--- src/rtl/sram_port_arbiter.sv ---
// sram_port_arbiter: round-robin burst arbiter sharing one SRAM data port between core (m0) and DMA (m1)
module sram_port_arbiter #(
  parameter int ADDR_W = 32,
  parameter int DATA_W = 32,
  parameter int LEN_W  = 4
) (
  input  logic              clk,
  input  logic              rst,
  input  logic              m0_req,
  input  logic              m1_req,
  input  logic              m0_we,
  input  logic              m1_we,
  input  logic [ADDR_W-1:0] m0_addr,
  input  logic [ADDR_W-1:0] m1_addr,
  input  logic [LEN_W-1:0]  m0_len,
  input  logic [LEN_W-1:0]  m1_len,
  input  logic [DATA_W-1:0] m0_wdata,
  input  logic [DATA_W-1:0] m1_wdata,
  output logic              m0_gnt,
  output logic              m1_gnt,
  output logic              m0_done,
  output logic              m1_done,
  output logic              m0_rvalid,
  output logic              m1_rvalid,
  output logic [DATA_W-1:0] m0_rdata,
  output logic [DATA_W-1:0] m1_rdata,
  output logic [ADDR_W-1:0] mem_addr,
  output logic [DATA_W-1:0] mem_wdata,
  output logic              mem_we,
  input  logic [DATA_W-1:0] mem_rdata
);
  typedef enum logic {IDLE, BURST} state_t;
  state_t              state_q, state_d;
  logic                owner_q, owner_d;
  logic                last_q, last_d;
  logic                we_q, we_d;
  logic [ADDR_W-1:0]   addr_q, addr_d;
  logic [LEN_W-1:0]    cnt_q, cnt_d;
  logic [1:0]          rvalid_q, rvalid_d;
  logic [DATA_W-1:0]   rdata0_q, rdata0_d, rdata1_q, rdata1_d;
  logic                burst, start, pick1, last_beat, rd;
  always_comb begin
    burst     = state_q == BURST;
    start     = !burst && (m0_req || m1_req);
    // on a tie the master not granted last wins
    pick1     = m1_req && (!m0_req || !last_q);
    last_beat = burst && cnt_q == '0;
    rd        = burst && !we_q;
    state_d   = start ? BURST : last_beat ? IDLE : state_q;
    owner_d   = start ? pick1 : owner_q;
    last_d    = start ? pick1 : last_q;
    we_d      = start ? (pick1 ? m1_we : m0_we) : we_q;
    addr_d    = start ? (pick1 ? m1_addr : m0_addr) : burst ? addr_q + ADDR_W'(4) : addr_q;
    cnt_d     = start ? (pick1 ? m1_len : m0_len) : (burst && !last_beat) ? cnt_q - LEN_W'(1) : cnt_q;
    rvalid_d  = {rd && owner_q, rd && !owner_q};
    rdata0_d  = (rd && !owner_q) ? mem_rdata : rdata0_q;
    rdata1_d  = (rd && owner_q) ? mem_rdata : rdata1_q;
  end
  always_ff @(posedge clk or negedge rst) begin
    if (!rst) begin
      state_q  <= IDLE;
      owner_q  <= 1'b0;
      last_q   <= 1'b1;
      we_q     <= 1'b0;
      addr_q   <= '0;
      cnt_q    <= '0;
      rvalid_q <= '0;
      rdata0_q <= '0;
      rdata1_q <= '0;
    end else begin
      state_q  <= state_d;
      owner_q  <= owner_d;
      last_q   <= last_d;
      we_q     <= we_d;
      addr_q   <= addr_d;
      cnt_q    <= cnt_d;
      rvalid_q <= rvalid_d;
      rdata0_q <= rdata0_d;
      rdata1_q <= rdata1_d;
    end
  end
  assign m0_gnt    = burst && !owner_q;
  assign m1_gnt    = burst && owner_q;
  assign m0_done   = last_beat && !owner_q;
  assign m1_done   = last_beat && owner_q;
  assign m0_rvalid = rvalid_q[0];
  assign m1_rvalid = rvalid_q[1];
  assign m0_rdata  = rdata0_q;
  assign m1_rdata  = rdata1_q;
  assign mem_addr  = burst ? addr_q : '0;
  assign mem_we    = burst && we_q;
  assign mem_wdata = burst ? (owner_q ? m1_wdata : m0_wdata) : '0;
endmodule

--- config.mk ---
export PLATFORM = sky130hd
export DESIGN_NAME = sram_port_arbiter
export DESIGN_NICKNAME = d
export VERILOG_FILES = /design/src/rtl/sram_port_arbiter.sv
export SDC_FILE = /design/constraint.sdc
export NUM_CORES = 1
export LEC_CHECK = 0
export ABC_AREA = 1
export CORE_ASPECT_RATIO = 1.4
export CORE_MARGIN = 3
export CORE_UTILIZATION = 44
export CTS_CLUSTER_SIZE = 8
export DETAILED_ROUTE_END_ITERATION = 7
export PLACE_DENSITY = 0.86
export SLEW_MARGIN = 20
export SYNTH_ARGS = -nofsm -noshare
export SYNTH_HDL_FRONTEND = slang
export SYNTH_SLANG_ARGS = --single-unit
--- constraint.sdc ---
create_clock -name clk -period 3.2 [get_ports clk]
set_input_delay 0.96 -clock clk [delete_from_list [all_inputs] [get_ports clk]]
set_output_delay 0.96 -clock clk [all_outputs]
set_load 0.02 [all_outputs]
==> results of run 1 <==
[critical path, delay by kind of cell]
family	cells	cell delay, ns
AO/OA/AOI/OAI	1	0.14
buffers and inverters	2	1.10
[registers in the layout, summed over array words and instances, names as in the netlist]
signal	count
m1_rdata	32
cnt_q	4
m0_rdata	32
addr_q	32
owner_q	1
burst	1
rvalid_q	2
last_q	1
we_q	1
[logic make-up after synthesis]
logic type      synth area share
xor+xnor                 0.00437
flops                      0.441
buf+inv                    0.109
compound gates             0.199
simple gates               0.240
fa+ha+maj                0.00624
[power by group through the flow]
| stage | registers [mW] | clock network [mW] | logic [mW] |
|---|---|---|---|
| floorplan | 2.99 | 0 | 2.84 |
| global placement | 2.57 | 0 | 5.84 |
| detailed placement | 2.59 | 0 | 5.95 |
| CTS | 2.59 | 1.15 | 5.98 |
| global route | 2.69 | 1.22 | 6.46 |
| finish | 2.59 | 1.14 | 5.92 |
[worst max path at each step]
stage / from / endpoint / slack (ns) / depth (start not counted)
floorplan: m1_wdata[0] / mem_wdata[0] / 1.0 / 1
global placement: m0_wdata[29] / mem_wdata[29] / 0.03 / 3
detailed placement: m1_wdata[20] / mem_wdata[20] / 0.04 / 3
CTS: m1_wdata[20] / mem_wdata[20] / 0.04 / 3
global route: m0_wdata[7] / mem_wdata[7] / 0.003 / 3
finish: m1_wdata[19] / mem_wdata[19] / 0.04 / 3
[cell usage after synthesis]
cell type	number
nor3_1	4
nor2_2	6
nand4_1	2
a22o_1	32
o31ai_1	1
o211ai_1	4
buf_1	7
xnor2_1	2
nand2_1	208
xor2_1	1
o21bai_1	2
dfstp_2	1
o21ai_1	35
a2bb2oi_1	1
a31oi_1	4
a211oi_1	2
a21oi_1	21
nor2_1	85
a21o_1	3
o22ai_1	3
inv_2	6
nand3_1	44
o21ai_0	99
inv_1	117
nand2_2	2
ha_1	3
dfrtp_1	105
buf_2	24
clkbuf_1	12
and2_1	1
nor2_4	3
[cell type report]
type                       count  area, um^2
clock inverter                 6        75.1
timing repair buffer         319        3200
inverter                     123         462
fill                        1066        3570
tap                          178         223
multi-input combinational    568        2710
sequential                   106        2650
clock buffer                   9         225
[layer usage]
metal / vias up / GRT usage / wire (um)
met5: - / 0 / 0
li1: 3268 / - / -
met3: 23 / 0.0942 / 1990
met2: 240 / 0.486 / 10400
met1: 2992 / 0.314 / 7940
met4: 0 / 0.0760 / 355
[through the flow]
stage / hold WS (ns) / worst slack [ns] / utilization
2_1_floorplan: 0.444 / 0.997 / -
3_3_place_gp: 0.454 / 0.0281 / 0.704
3_5_place_dp: 0.459 / 0.0374 / 0.704
4_1_cts: 0.470 / 0.0378 / 0.727
5_1_grt: 0.492 / 0.00272 / 0.728
6_report: 0.467 / 0.0407 / 0.728
==> impl_metrics.toml, run 1 <==
[global_routing]
grt_overflow_total = 0
grt_util_all_layers = 0.273
grt_pass1_vias = 6614
antenna_found_initial = 0
grt_max_degree = 107
grt_pass1_wl_um = 33200

[routing]
ant_nets = 0
wl_per_cell_um = 15.8
first_iter_violations = 289
wl_um = 20700
vias = 6523
vias_per_cell = 4.98
drc_errors = 0
drtPass1Iterations = 4

[run_status]
outcome = "finished clean"

[clocking]
cts_buffers = 9
cts-root-buf = "clkbuf_16"
ctsResizeCount = 0
clkTransAtPathRegs_ns = 0.07
htreeDepth = 3
post_cts_buffers = 0
hold_buffers = 0
cts_tree = "yes"
cts_num_sinks = 106
clk_latency_ns = 0.35
clockBufferDepth = 2

[worst_hold_path]
min-delay-start = "last_q"
min_path_cells = 2
whs_endpoint = "last_q"
hold_path_class = "flop to flop"

[placed_design]
dpl.cell_count = 1294
gp_congestion = 0.930
port_buffers = 308
place_area_um2 = 9230
dp.final_hpwl_um = 15700

[timing]
finalSetupViolCount = 0
fmax_mhz = 317
finalSetupTns_ns = 0
finalHoldViolCount = 0
worst_slew_pin_slew_ns = 0.985
rsz0062_at_grt = "no"
slew_headroom = 0.343
slew_viol_final = 0
final.setup_skew_ns = 0.0116
post-route-min-period_ns = 3.16
timing.final.crit_share = 0.987

[yosys]
netlist_area_um2 = 6010
ys_seq_area_frac = 0.441
yosysTopAreaCellShare = 0.437
yosysTopAreaCell = "dfrtp_1"
yosys_warnings = 0
syn-num-nets = 1017
yosysUniqueCellTypes = 31
synth_area_per_cell_um2 = 7.16
netlist_instances = 840
synthTopCellsByArea = "dfrtp_1 44%, nand2_1 13%, o21ai_0 8.2%, inv_1 7.3%, nor2_1 5.3%"
ys_ff_latch = 106

[cells_and_area]
layout_common_cells = "302 x clkdlybuf4s50_1, 208 x nand2_1, 117 x inv_1"
fin_area_um2 = 9550
syn_to_final_growth_pct = 58.8
antennaDiodeCount = 0
final_nets = 1304
layout.cells.non_filler = 1309
drive_above_1_share = 0.0407
final_common_cell = "clkdlybuf4s50_1"

[worst_setup_path]
worstPathCellList = "clkdlybuf4s50_1 -> a22o_1 -> clkdlybuf4s50_1"
crit_required_ns = 2.24
cp_common_cell = "clkdlybuf4s50_1"
crit_slowest_cell = "clkdlybuf4s50_1"
cp-start-kind = "input port"
timing.rr.end = "m0_rdata[25]"
slowest_delay_ns = 0.65
cp_max_fo = 1
ff2ff_path_depth = 8
rrSetupSlack_ns = 1.24
worstPathArrival_ns = 2.20
r2r-start = "burst"
crit_path_end_kind = "output pin"
worstSetupPathType = "input port to output pin"

[power_and_ir_drop]
total_power_mw = 9.65
clkPwrFrac = 0.118
peakVddDrop_v = 0.000633
switching_share = 0.454
p_switching_mw = 4.39
p_per_area_nw_per_um2 = 1010
p_leak_nw = 4.52
p_seq_frac = 0.269
power.internal_mw = 5.27
combPwrFrac = 0.613

[floorplan]
coreArea_um2 = 13100
die_x_um = 105
rows = 49
initial_core_util = 0.458
top_level_ports = 309
die-area_um2 = 15100
fp.dieH_um = 144

[flow_run]
cap_violations = 0
Power figures use the tool's default switching activity.
==> inputs of run 2 (changes only) <==
--- a/config.mk
+++ b/config.mk
@@ -11,6 +11,7 @@
 export CORE_UTILIZATION = 44
 export CTS_CLUSTER_SIZE = 8
 export DETAILED_ROUTE_END_ITERATION = 7
+export MAX_ROUTING_LAYER = met4
 export PLACE_DENSITY = 0.86
 export SLEW_MARGIN = 20
 export SYNTH_ARGS = -nofsm -noshare
==> impl_metrics.toml, run 2 (synthesis results as in run 1) <==
[run_status]
outcome = "finished clean"

[routing]
vias = 6559
first_iter_violations = 342
wl_per_cell_um = 15.8
drtPass1Iterations = 4
ant_nets = 0
drc_errors = 0
vias_per_cell = 5.01
wl_um = 20700

[timing]
worst_slew_pin_slew_ns = 0.994
rsz0062_at_grt = "no"
finalSetupTns_ns = 0
slew_viol_final = 0
post-route-min-period_ns = 3.17
finalHoldViolCount = 0
finalSetupViolCount = 0
fmax_mhz = 316
slew_headroom = 0.337
timing.final.crit_share = 0.990
final.setup_skew_ns = 0.00666

[worst_hold_path]
whs_endpoint = "last_q"
min-delay-start = "last_q"
min_path_cells = 2
hold_path_class = "flop to flop"

[placed_design]
gp_congestion = 0.946
dpl.cell_count = 1294
dp.final_hpwl_um = 15700
port_buffers = 308

[worst_setup_path]
rrSetupSlack_ns = 1.23
cp_common_cell = "clkdlybuf4s50_1"
crit_path_end_kind = "output pin"
timing.rr.end = "m0_rdata[25]"
worst-path-buf-inv = 2
cp-start-kind = "input port"
crit_required_ns = 2.24
slowest_delay_ns = 0.62
cp_max_fo = 1
worstPathArrival_ns = 2.21
worstPathCellList = "clkdlybuf4s50_1 -> a22o_1 -> clkdlybuf4s50_1"
crit_slowest_cell = "clkdlybuf4s50_1"
crit_family = "buffers and inverters"
worstSetupPathType = "input port to output pin"
ff2ff_path_depth = 8
r2r-start = "burst"

[floorplan]
top_level_ports = 309
die_x_um = 105
rows = 49
initial_core_util = 0.458
die-area_um2 = 15100
coreArea_um2 = 13100
fp.dieH_um = 144

[cells_and_area]
fill_cells = 1068
drive_above_1_share = 0.0407
antennaDiodeCount = 0
syn_to_final_growth_pct = 58.8
register_area_um2 = 2650
layout.cells.non_filler = 1309
multi_input_area_um2 = 2710
final_nets = 1304
layout_common_cells = "303 x clkdlybuf4s50_1, 208 x nand2_1, 117 x inv_1"
final_common_cell = "clkdlybuf4s50_1"

[clocking]
cts_buffers = 9
htreeDepth = 3
clockBufferDepth = 2
cts_tree = "yes"
cts-root-buf = "clkbuf_16"
clk_latency_ns = 0.34
cts_num_sinks = 106
clkTransAtPathRegs_ns = 0.07
post_cts_buffers = 0

[global_routing]
grt_util_all_layers = 0.282
grt_pass1_wl_um = 33100
grt_max_degree = 107
antenna_found_initial = 0
grt_overflow_total = 0
grt_pass1_vias = 6644

[power_and_ir_drop]
peakVddDrop_v = 0.000635
p_per_area_nw_per_um2 = 1010
p_leak_nw = 4.51

[flow_run]
cap_violations = 0
[run 2: cell types whose count changed in the layout (fill, tap and decap cells not counted)]
cell             delta
clkdlybuf4s50_1     +1
dlymetal6s2s_1      -1
[run 2: area by class of cell]
cell class,count,share of cell area
Clock buffer,9,0.0236
Clock inverter,6,0.00786
Inverter,123,0.0484
Multi-Input combinational cell,568,0.284
Sequential cell,106,0.278
Tap cell,178,0.0233
Timing Repair Buffer,319,0.335
[run 2: per-stage QoR]
| step | instance area [um^2] | hold slack [ns] | power (mW) | utilization | worst slack [ns] |
|---|---|---|---|---|---|
| after global routing | 9550 | 0.492 | 10.4 | 0.728 | 0.000635 |
| final | 9550 | 0.468 | 9.66 | 0.728 | 0.0316 |
| after CTS | 9530 | 0.470 | 9.72 | 0.727 | 0.0378 |
| after global placement | 9230 | 0.454 | 8.42 | 0.704 | 0.0281 |
| after floorplan | 6010 | 0.444 | 5.82 | - | 0.997 |
| after detailed placement | 9230 | 0.459 | 8.55 | 0.704 | 0.0374 |
[run 2: power by group]
part           total (mW)  internal [mW]  switching [mW]
clock                1.13          0.614           0.520
combinational        5.93           2.62            3.30
sequential           2.60           2.03           0.562
total                9.66           5.27            4.39
[run 2: how the worst max path moves through the flow]
stage | from | cells past startpoint | to
floorplan | m1_wdata[0] | 1 | mem_wdata[0]
global placement | m0_wdata[29] | 3 | mem_wdata[29]
global route | m0_wdata[26] | 3 | mem_wdata[26]
detailed placement | m1_wdata[20] | 3 | mem_wdata[20]
finish | m0_wdata[26] | 3 | mem_wdata[26]
CTS | m1_wdata[20] | 3 | mem_wdata[20]
[run 2: timing repair]
item	4_1_cts	5_1_grt
resized for setup	0	4
hold buffers	0	0
endpoints found under the setup margin	0	5
[run 2: routing by layer]
metal / wire length (um) / part of all wire / vias up / global-route usage
met2: 10500 / 0.51 / 254 / 0.486
li1: - / - / 3265 / -
met4: 335 / 0.016 / 0 / 0.0760
met1: 8220 / 0.40 / 3016 / 0.326
met3: 1680 / 0.081 / 24 / 0.0755
met5: 0 / 0 / - / -
[run 2: worst register-to-register path: stages (launching register included)]
cell and delay [ns]:
dfrtp_1 0.42, inv_2 0.15, nor2_4 0.05, buf_12 0.16
inv_2 0.06, nor2_2 0.04, inv_2 0.70, nand2_1 0.18
o21ai_1 0.12
